[src/rtl/tug_pkg.sv]
// rtl/tug_pkg.sv - shared types and helpers for the tug-of-war match referee
package tug_pkg;

  typedef enum logic [1:0] {
    PLAY      = 2'd0,
    ROUND_END = 2'd1,
    MATCH_END = 2'd2
  } state_t;

  typedef enum logic {
    SIDE_L = 1'b0,
    SIDE_R = 1'b1
  } side_t;

  function automatic int center_idx(input int field_w);
    return (field_w - 1) / 2;
  endfunction

endpackage

[src/rtl/tug_position.sv]
// rtl/tug_position.sv - light position counter with centre load, edge flags and one-hot decode
module tug_position
  import tug_pkg::*;
#(
  parameter int FIELD_W = 9,
  parameter int PW      = $clog2(FIELD_W)
) (
  input  logic               clk,
  input  logic               reset,
  input  logic               i_inc,
  input  logic               i_dec,
  input  logic               i_load_c,
  output logic [PW-1:0]      o_pos,
  output logic               o_at_left,
  output logic               o_at_right,
  output logic [FIELD_W-1:0] o_onehot
);

  localparam logic [PW-1:0] CENTER   = PW'(center_idx(FIELD_W));
  localparam logic [PW-1:0] LEFT_IDX = PW'(FIELD_W - 1);

  logic [PW-1:0] r_pos;

  always_ff @(posedge clk or posedge reset) begin
    if (reset) begin
      r_pos <= CENTER;
    end else if (i_load_c) begin
      r_pos <= CENTER;
    end else if (i_inc) begin
      r_pos <= r_pos + 1'b1;
    end else if (i_dec) begin
      r_pos <= r_pos - 1'b1;
    end
  end

  assign o_pos      = r_pos;
  assign o_at_left  = (r_pos == LEFT_IDX);
  assign o_at_right = (r_pos == '0);
  assign o_onehot   = FIELD_W'(1) << r_pos;

endmodule

[src/rtl/tug_match_referee.sv]
// rtl/tug_match_referee.sv - round/match referee FSM with scoring; WIN_HOLD_EN adds a timed round-end hold
module tug_match_referee
  import tug_pkg::*;
#(
  parameter int FIELD_W       = 9,
  parameter int WINS_TO_MATCH = 7,
  parameter int SCORE_W       = 3,
  parameter int HOLD_CYCLES   = 4
) (
  input  logic               clk,
  input  logic               reset,
  input  logic               l_press,
  input  logic               r_press,
  output logic [FIELD_W-1:0] field,
  output logic               round_win_l,
  output logic               round_win_r,
  output logic               round_restart,
  output logic [SCORE_W-1:0] score_l,
  output logic [SCORE_W-1:0] score_r,
  output logic               match_over,
  output logic               match_winner
);

  localparam int PW = $clog2(FIELD_W);
  localparam logic [SCORE_W-1:0] WIN_TARGET = SCORE_W'(WINS_TO_MATCH);

  if ((FIELD_W % 2) == 0 || FIELD_W < 3 || WINS_TO_MATCH < 1 ||
      WINS_TO_MATCH > (2 ** SCORE_W) - 1 || HOLD_CYCLES < 1) begin : g_param_bad
    $error("tug_match_referee: illegal parameter combination");
  end

  state_t             r_state;
  state_t             w_next;
  side_t              r_winner;
  logic [SCORE_W-1:0] r_score_l;
  logic [SCORE_W-1:0] r_score_r;
  logic               r_win_l;
  logic               r_win_r;
  logic               r_restart;

  logic               w_l_only;
  logic               w_r_only;
  logic               w_win_l;
  logic               w_win_r;
  logic               w_inc;
  logic               w_dec;
  logic               w_load_c;
  logic               w_hold_done;
  logic               w_at_left;
  logic               w_at_right;
  logic [PW-1:0]      w_pos;
  logic [FIELD_W-1:0] w_onehot;
  logic [SCORE_W-1:0] w_score_l_inc;
  logic [SCORE_W-1:0] w_score_r_inc;

  assign w_l_only      = l_press & ~r_press;
  assign w_r_only      = r_press & ~l_press;
  assign w_score_l_inc = r_score_l + 1'b1;
  assign w_score_r_inc = r_score_r + 1'b1;
  assign w_inc         = (r_state == PLAY) & w_l_only & ~w_at_left;
  assign w_dec         = (r_state == PLAY) & w_r_only & ~w_at_right;
  assign w_load_c      = (r_state == ROUND_END) & (w_next == PLAY);

  tug_position #(
    .FIELD_W (FIELD_W),
    .PW      (PW)
  ) u_position (
    .clk        (clk),
    .reset      (reset),
    .i_inc      (w_inc),
    .i_dec      (w_dec),
    .i_load_c   (w_load_c),
    .o_pos      (w_pos),
    .o_at_left  (w_at_left),
    .o_at_right (w_at_right),
    .o_onehot   (w_onehot)
  );

`ifdef WIN_HOLD_EN
  localparam int HW = $clog2(HOLD_CYCLES + 1);
  logic [HW-1:0] r_hold;

  // Loaded on the winning edge so ROUND_END spans exactly HOLD_CYCLES cycles.
  always_ff @(posedge clk or posedge reset) begin
    if (reset) begin
      r_hold <= '0;
    end else if (r_state == PLAY && w_next == ROUND_END) begin
      r_hold <= HW'(HOLD_CYCLES - 1);
    end else if (r_state == ROUND_END && r_hold != '0) begin
      r_hold <= r_hold - 1'b1;
    end
  end

  assign w_hold_done = (r_hold == '0);
`else
  assign w_hold_done = 1'b1;
`endif

  always_comb begin
    w_next  = r_state;
    w_win_l = 1'b0;
    w_win_r = 1'b0;
    case (r_state)
      PLAY: begin
        if (w_l_only && w_at_left) begin
          w_win_l = 1'b1;
          w_next  = (w_score_l_inc == WIN_TARGET) ? MATCH_END : ROUND_END;
        end else if (w_r_only && w_at_right) begin
          w_win_r = 1'b1;
          w_next  = (w_score_r_inc == WIN_TARGET) ? MATCH_END : ROUND_END;
        end
      end
      ROUND_END: begin
        if (w_hold_done) begin
          w_next = PLAY;
        end
      end
      MATCH_END: w_next = MATCH_END;
      default:   w_next = PLAY;
    endcase
  end

  always_ff @(posedge clk or posedge reset) begin
    if (reset) begin
      r_state   <= PLAY;
      r_score_l <= '0;
      r_score_r <= '0;
      r_win_l   <= 1'b0;
      r_win_r   <= 1'b0;
      r_restart <= 1'b0;
      r_winner  <= SIDE_L;
    end else begin
      r_state   <= w_next;
      r_win_l   <= w_win_l;
      r_win_r   <= w_win_r;
      r_restart <= w_load_c;
      if (w_win_l) begin
        r_score_l <= w_score_l_inc;
      end
      if (w_win_r) begin
        r_score_r <= w_score_r_inc;
      end
      if (r_state != MATCH_END && w_next == MATCH_END) begin
        r_winner <= w_win_r ? SIDE_R : SIDE_L;
      end
    end
  end

  // The position register still sits on the winning edge after a win.
  always_comb begin
    field = '0;
    case (r_state)
      PLAY:      field = w_onehot;
      MATCH_END: field = w_onehot;
`ifdef WIN_HOLD_EN
      ROUND_END: field = w_onehot;
`else
      ROUND_END: field = '0;
`endif
      default:   field = '0;
    endcase
  end

  assign round_win_l   = r_win_l;
  assign round_win_r   = r_win_r;
  assign round_restart = r_restart;
  assign score_l       = r_score_l;
  assign score_r       = r_score_r;
  assign match_over    = (r_state == MATCH_END);
  assign match_winner  = r_winner;

endmodule

[config.mk]
export PLATFORM = sky130hd
export DESIGN_NAME = tug_match_referee
export DESIGN_NICKNAME = d
export VERILOG_FILES = /design/src/rtl/tug_pkg.sv /design/src/rtl/tug_position.sv /design/src/rtl/tug_match_referee.sv
export SDC_FILE = /design/constraint.sdc
export NUM_CORES = 1
export LEC_CHECK = 0
export ABC_AREA = 1
export CAP_MARGIN = 15
export CORE_MARGIN = 5
export CORE_UTILIZATION = 35
export DETAILED_ROUTE_END_ITERATION = 7
export HOLD_SLACK_MARGIN = 0.02
export PLACE_DENSITY_LB_ADDON = 0.2
export SLEW_MARGIN = 20
export SYNTH_ARGS = -nofsm -noshare
export SYNTH_HDL_FRONTEND = slang
export SYNTH_SLANG_ARGS = --single-unit
[constraint.sdc]
create_clock -name clk -period 4.25 [get_ports clk]
set_input_delay 0.85 -clock clk [delete_from_list [all_inputs] [get_ports clk]]
set_output_delay 0.85 -clock clk [all_outputs]
set_load 0.05 [all_outputs]
* Yosys cells after proc, flatten, opt, wreduce, memory -nomap -nowiden *
Cells that the tools add are included.

cells by class
  $add $sub $neg = 4
  eq/ne operators = 7
  shift operators = 1
  multiplexer cells = 15
  bitwise operators = 11
  reduce and logical (&&, ||, !) cells = 8

operators by type and width
  operator               number
  $mux W4                3
  $mux W9                1
  $shl A1 B4 Y9 const A  1
  $mux W2                4
  $and A1 B1 Y1          7
  $add A3 B1 Y3 const B  2
  $eq A3 B3 Y1 const B   2
  $mux W1                6
  $add A4 B1 Y4 const B  1
  $eq A2 B2 Y1 const B   2
  $eq A4 B4 Y1 const B   1
  $logic_not A2 Y1       2
  $logic_not A4 Y1       1
  $not A1 Y1             4
  $pmux W2 S2            1
  $sub A4 B1 Y4 const B  1
  $logic_and A1 B1 Y1    3
  $reduce_bool A3 Y1     1
  $eq A2 B1 Y1 const B   1
  $ne A2 B2 Y1 const B   1
  $reduce_or A2 Y1       1

word-level totals
  bits in registers = 16
  bits of input ports = 4
  output and inout port bits = 20
  logic and storage cells = 54

* Longest topological paths before layout *
  depth in word-level cells = 9
  depth in mapped cells = 12
  mapped depth without buffers = 12

* By module *
Synthesis repeated with hierarchy kept, for this count alone.

second synthesis, totals
  cell total of the unflattened synthesis = 139
  area total of the unflattened synthesis = 1046.0 sq um

by module, submodules not included
  module             times used  cells an instance  area an instance (sq um)  seq. area each (sq um)
  tug_match_referee  1           84                 691.9                     300.3
  tug_position       1           55                 354.1                     101.3

* Least setup slack after synthesis *
No wires, ideal clock.

  path type = flip-flop to output port
  from = reg u_position.r_pos[2], in the netlist u_position.o_pos[2]
  to = out field[4]
  arrival = 1363 ps
  required time = 3400 ps
  slack = 2037 ps
  cell stages (with the launch flop) = 3
  path buffers = 0
  cells stage by stage = dfstp_2 nand3_1 nor2_1

between the ends
  cells in the longest elaborated chain, start to end = 2

RTL lines
  element                   line                      RTL
  start: declaration        tug_position.sv:22        logic [PW-1:0] r_pos;
  start signal: assignment  tug_position.sv:30        r_pos <= r_pos + 1'b1;
  start signal: assignment  tug_position.sv:32        r_pos <= r_pos - 1'b1;
  $shl A1 B4 Y9             tug_position.sv:39        assign o_onehot = FIELD_W'(1) << r_pos;
  $mux W9                   tug_match_referee.sv:152  case (r_state)
  end: declaration          tug_match_referee.sv:14   output logic [FIELD_W-1:0] field,

No other way between the ends.

* Final worst setup path *
  from = reg u_position.r_pos[3], in the netlist u_position.o_pos[3]
  to = out field[0]

The elaborated chain is that of the path after synthesis.

==> run_results.csv <==
group,metric,value,unit
outcome,outcome,"complete, no violations",
global_routing,use_met2,0.1910,
min_path,holdPathStages,2,
synth,ys_types,21,
min_path,holdPathEnd,"match_winner$_DFFE_PP0P_",
sta,slew_violations,0,
final_layout,multiInputGateArea,535.5,µm²
floorplan,row_count,19,
clock_network,clkSlewWorstSetupHoldPaths,0.10,ns
worst_setup_path,worstSetupPathType,"reg -> out",
clock_network,cts_buffers,3,
floorplan,core-area,2781,µm²
synth,async_reset_ff_frac,1.000,
worst_setup_path,r2r-start,"u_position.o_pos[2]$_DFFE_PP1P_",
clock_network,cts_root_buffer,"clkbuf_4",
clock_network,clk_latency,0.29,ns
routing,num_vias,817,
synth,synth-edff-count,0,
sta,hold_violations,0,
worst_setup_path,critPathTopFamily,"buffers and inverters",
worst_setup_path,worstPathArrival,2.03,ns
global_routing,met1_usage,0.1265,
routing,drtIter0Drc,19,
placed_design,portBuffers,23,
worst_setup_path,cpPeakStageDelay,0.82,ns
worst_setup_path,crit_fanout,5,
final_layout,diodes,0,
sta,skew,0.007200,ns
worst_setup_path,worstPathCellList,"nor2_1, nand2_1, nor2_4, clkdlybuf4s50_1",
min_path,hp-start,"match_winner$_DFFE_PP0P_",
routing,firstDrtPassIters,4,
clock_network,hold_buffers,0,
floorplan,die-area,4097,µm²
global_routing,grtUsageMet3,0.04028,
clock_network,post_cts_buffers,0,
sta,setup_tns,0,ns
synth,syn_inst,126,
placed_design,dp_hpwl,1650,µm
final_layout,syn2layout_area_growth,29.90,%
placed_design,gp_congestion,0.7344,
power,peakVddDrop,0.0001381,V
power,p_leak,0.6913,nW
sta,slew_headroom,0.5830,
routing,post_drt_wl_per_cell,11.28,µm
synth,ys_seq_elements,16,
job,drv_cap,0,
power,total_power,0.0002629,W
final_layout,fin_nets,165,
min_path,hp-class,"reg -> reg",
worst_setup_path,required,3.40,ns
synth,avgSynthCellArea,8.103,µm²
sta,period_share,0.6784,
clock_network,cts.sinks,16,
synth,syn-num-nets,137,
synth,synth_most_common_cell,"nand2_1",
floorplan,start_util,0.3671,
global_routing,grt_pass1_wl,3622,µm
worst_setup_path,critPathLaunchType,"flip-flop",
clock_network,ctsHtreeMaxLevel,1,
global_routing,busiest_layer,"met2",
sta,tightest_slew,0.6249,ns
global_routing,antenna_found_initial,0,
final_layout,register_area,401.6,µm²
final_layout,nFillCells,284,
sta,fin_crit,2.883,ns
global_routing,grt_pass1_vias,815,
synth,netlist.top_cell.by_area,"dfrtp_1",
sta,max_freq,346.9,MHz
routing,drc,0,
worst_setup_path,end_kind,"primary output",
worst_setup_path,reg2reg_slack,2.45,ns
global_routing,grt_max_degree,17,
routing,drt.antenna.violating_nets,0,
floorplan,pin_count,24,
sta,rsz0062_at_grt,"false",
clock_network,cts_resized,0,
floorplan,die_h,64.01,µm
worst_setup_path,cp_slowest_cell,"clkdlybuf4s50_1",
synth,ys_seq_area_frac,0.3934,
sta,setup_viol,0,
worst_setup_path,cp_num_buf_inv,1,
global_routing,globalRouteTotalUtil,0.1110,
final_layout,drive_above_1_share,0.1503,
routing,wl,2075,µm
global_routing,grt-ovfl-total,0,
worst_setup_path,r2r_end,"u_position.o_pos[3]$_DFFE_PP0P_",
floorplan,die_x,64.01,µm
synth,synth-main-ff-cell,"dfrtp_1",
clock_network,cts_tree,"done",
routing,viasPerCell,4.440,
synth,synth_area_leaders,"dfrtp_1 (37%), nand2_1 (11%), ha_1 (7.4%), inv_1 (6.6%), nor2_1 (5.9%)",
synth,yosys_warnings,0,
synth,synth_area,1021,µm²
worst_setup_path,r2r_cells,10,
clock_network,cts_max_path_buffers,2,
synth,synth_commonest_cells,"nand2_1 (31), inv_1 (18), nor2_1 (16)",
synth,synth.top_cell.area_share,0.3676,
power,powerDensity,198.2,nW/µm²
==> per-layer routing <==
metal / vias up / share of wire
met5: - / 0
li1: 438 / -
met4: 0 / 0.011
met1: 366 / 0.46
met2: 11 / 0.49
met3: 2 / 0.041
==> through the flow <==
step / utilization / instance area (µm²) / hold slack, ns / cells / setup slack, ns
6_report: 0.4768 / 1326 / 0.4805 / 184 / 1.367
5_1_grt: 0.4768 / 1326 / 0.5244 / 184 / 1.264
4_1_cts: 0.4768 / 1326 / 0.4923 / 184 / 1.343
3_5_place_dp: 0.4638 / 1290 / 0.4616 / 180 / 1.566
3_3_place_gp: 0.4638 / 1290 / 0.4626 / 180 / 1.652
2_1_floorplan: - / 1021 / 0.4626 / 126 / 2.037
==> layout by cell type, fill, tap and decap left out <==
cell             instances
nand4_1                  1
clkbuf_8                 1
nor2_1                  16
clkdlybuf4s50_1         23
clkinv_2                 1
o21ai_1                  5
nand2_2                  1
nor2_4                   5
ha_1                     6
clkbuf_4                 3
inv_2                    3
nand3_1                  7
a21oi_1                  2
a31oi_1                  1
nand2_1                 31
dfstp_2                  1
nor2_2                   2
a21oi_2                  1
inv_1                   18
fa_1                     1
xor2_1                   4
nand3_4                  1
dfrtp_1                 15
nand2_4                  4
==> cell families after synthesis <==
family          after synthesis  synth area share
compound gates                9           0.04902
flops                        16            0.3934
xor+xnor                      4           0.03431
simple gates                 68            0.3480
fa+ha+maj                     7           0.09314
buf+inv                      22           0.08210
==> tightest hold or removal path: stages, from the launching register on <==
cell and delay (ns):
dfrtp_1 0.35, nand2_1 0.05, nand2_1 0.05
==> sequential cells by signal (all words and copies together), names as in the netlist <==
signal	cells
round_restart	1
r_state	2
score_r	3
round_win_l	1
score_l	3
u_position.o_pos	4
match_winner	1
round_win_r	1
==> power by group <==
part           switching, W    total, W  internal, W
logic            0.00000471  0.00000754   0.00000283
registers                 0    0.000152     0.000152
clock network     0.0000510    0.000103    0.0000522
total             0.0000557    0.000263     0.000207
==> area by class of cell <==
class,instances,share of cell area
Timing Repair Buffer,23,0.1736
Sequential cell,16,0.3028
Tap cell,31,0.02925
Inverter,22,0.06321
Multi-Input combinational cell,88,0.4038
Clock buffer,4,0.02736
==> how the worst max path moves through the flow <==
stage                                    startpoint                         endpoint  slack, ns  depth (start not counted)
floorplan           u_position.o_pos[2]$_DFFE_PP1P_                         field[4]       2.04                          2
global placement                            l_press  u_position.o_pos[3]$_DFFE_PP0P_       1.65                         12
detailed placement                          l_press  u_position.o_pos[3]$_DFFE_PP0P_       1.57                         11
CTS                 u_position.o_pos[3]$_DFFE_PP0P_                         field[0]       1.34                          4
global route        u_position.o_pos[3]$_DFFE_PP0P_                         field[1]       1.26                          4
finish              u_position.o_pos[3]$_DFFE_PP0P_                         field[0]       1.37                          4
Note: power is estimated with default switching activity, not from simulation.
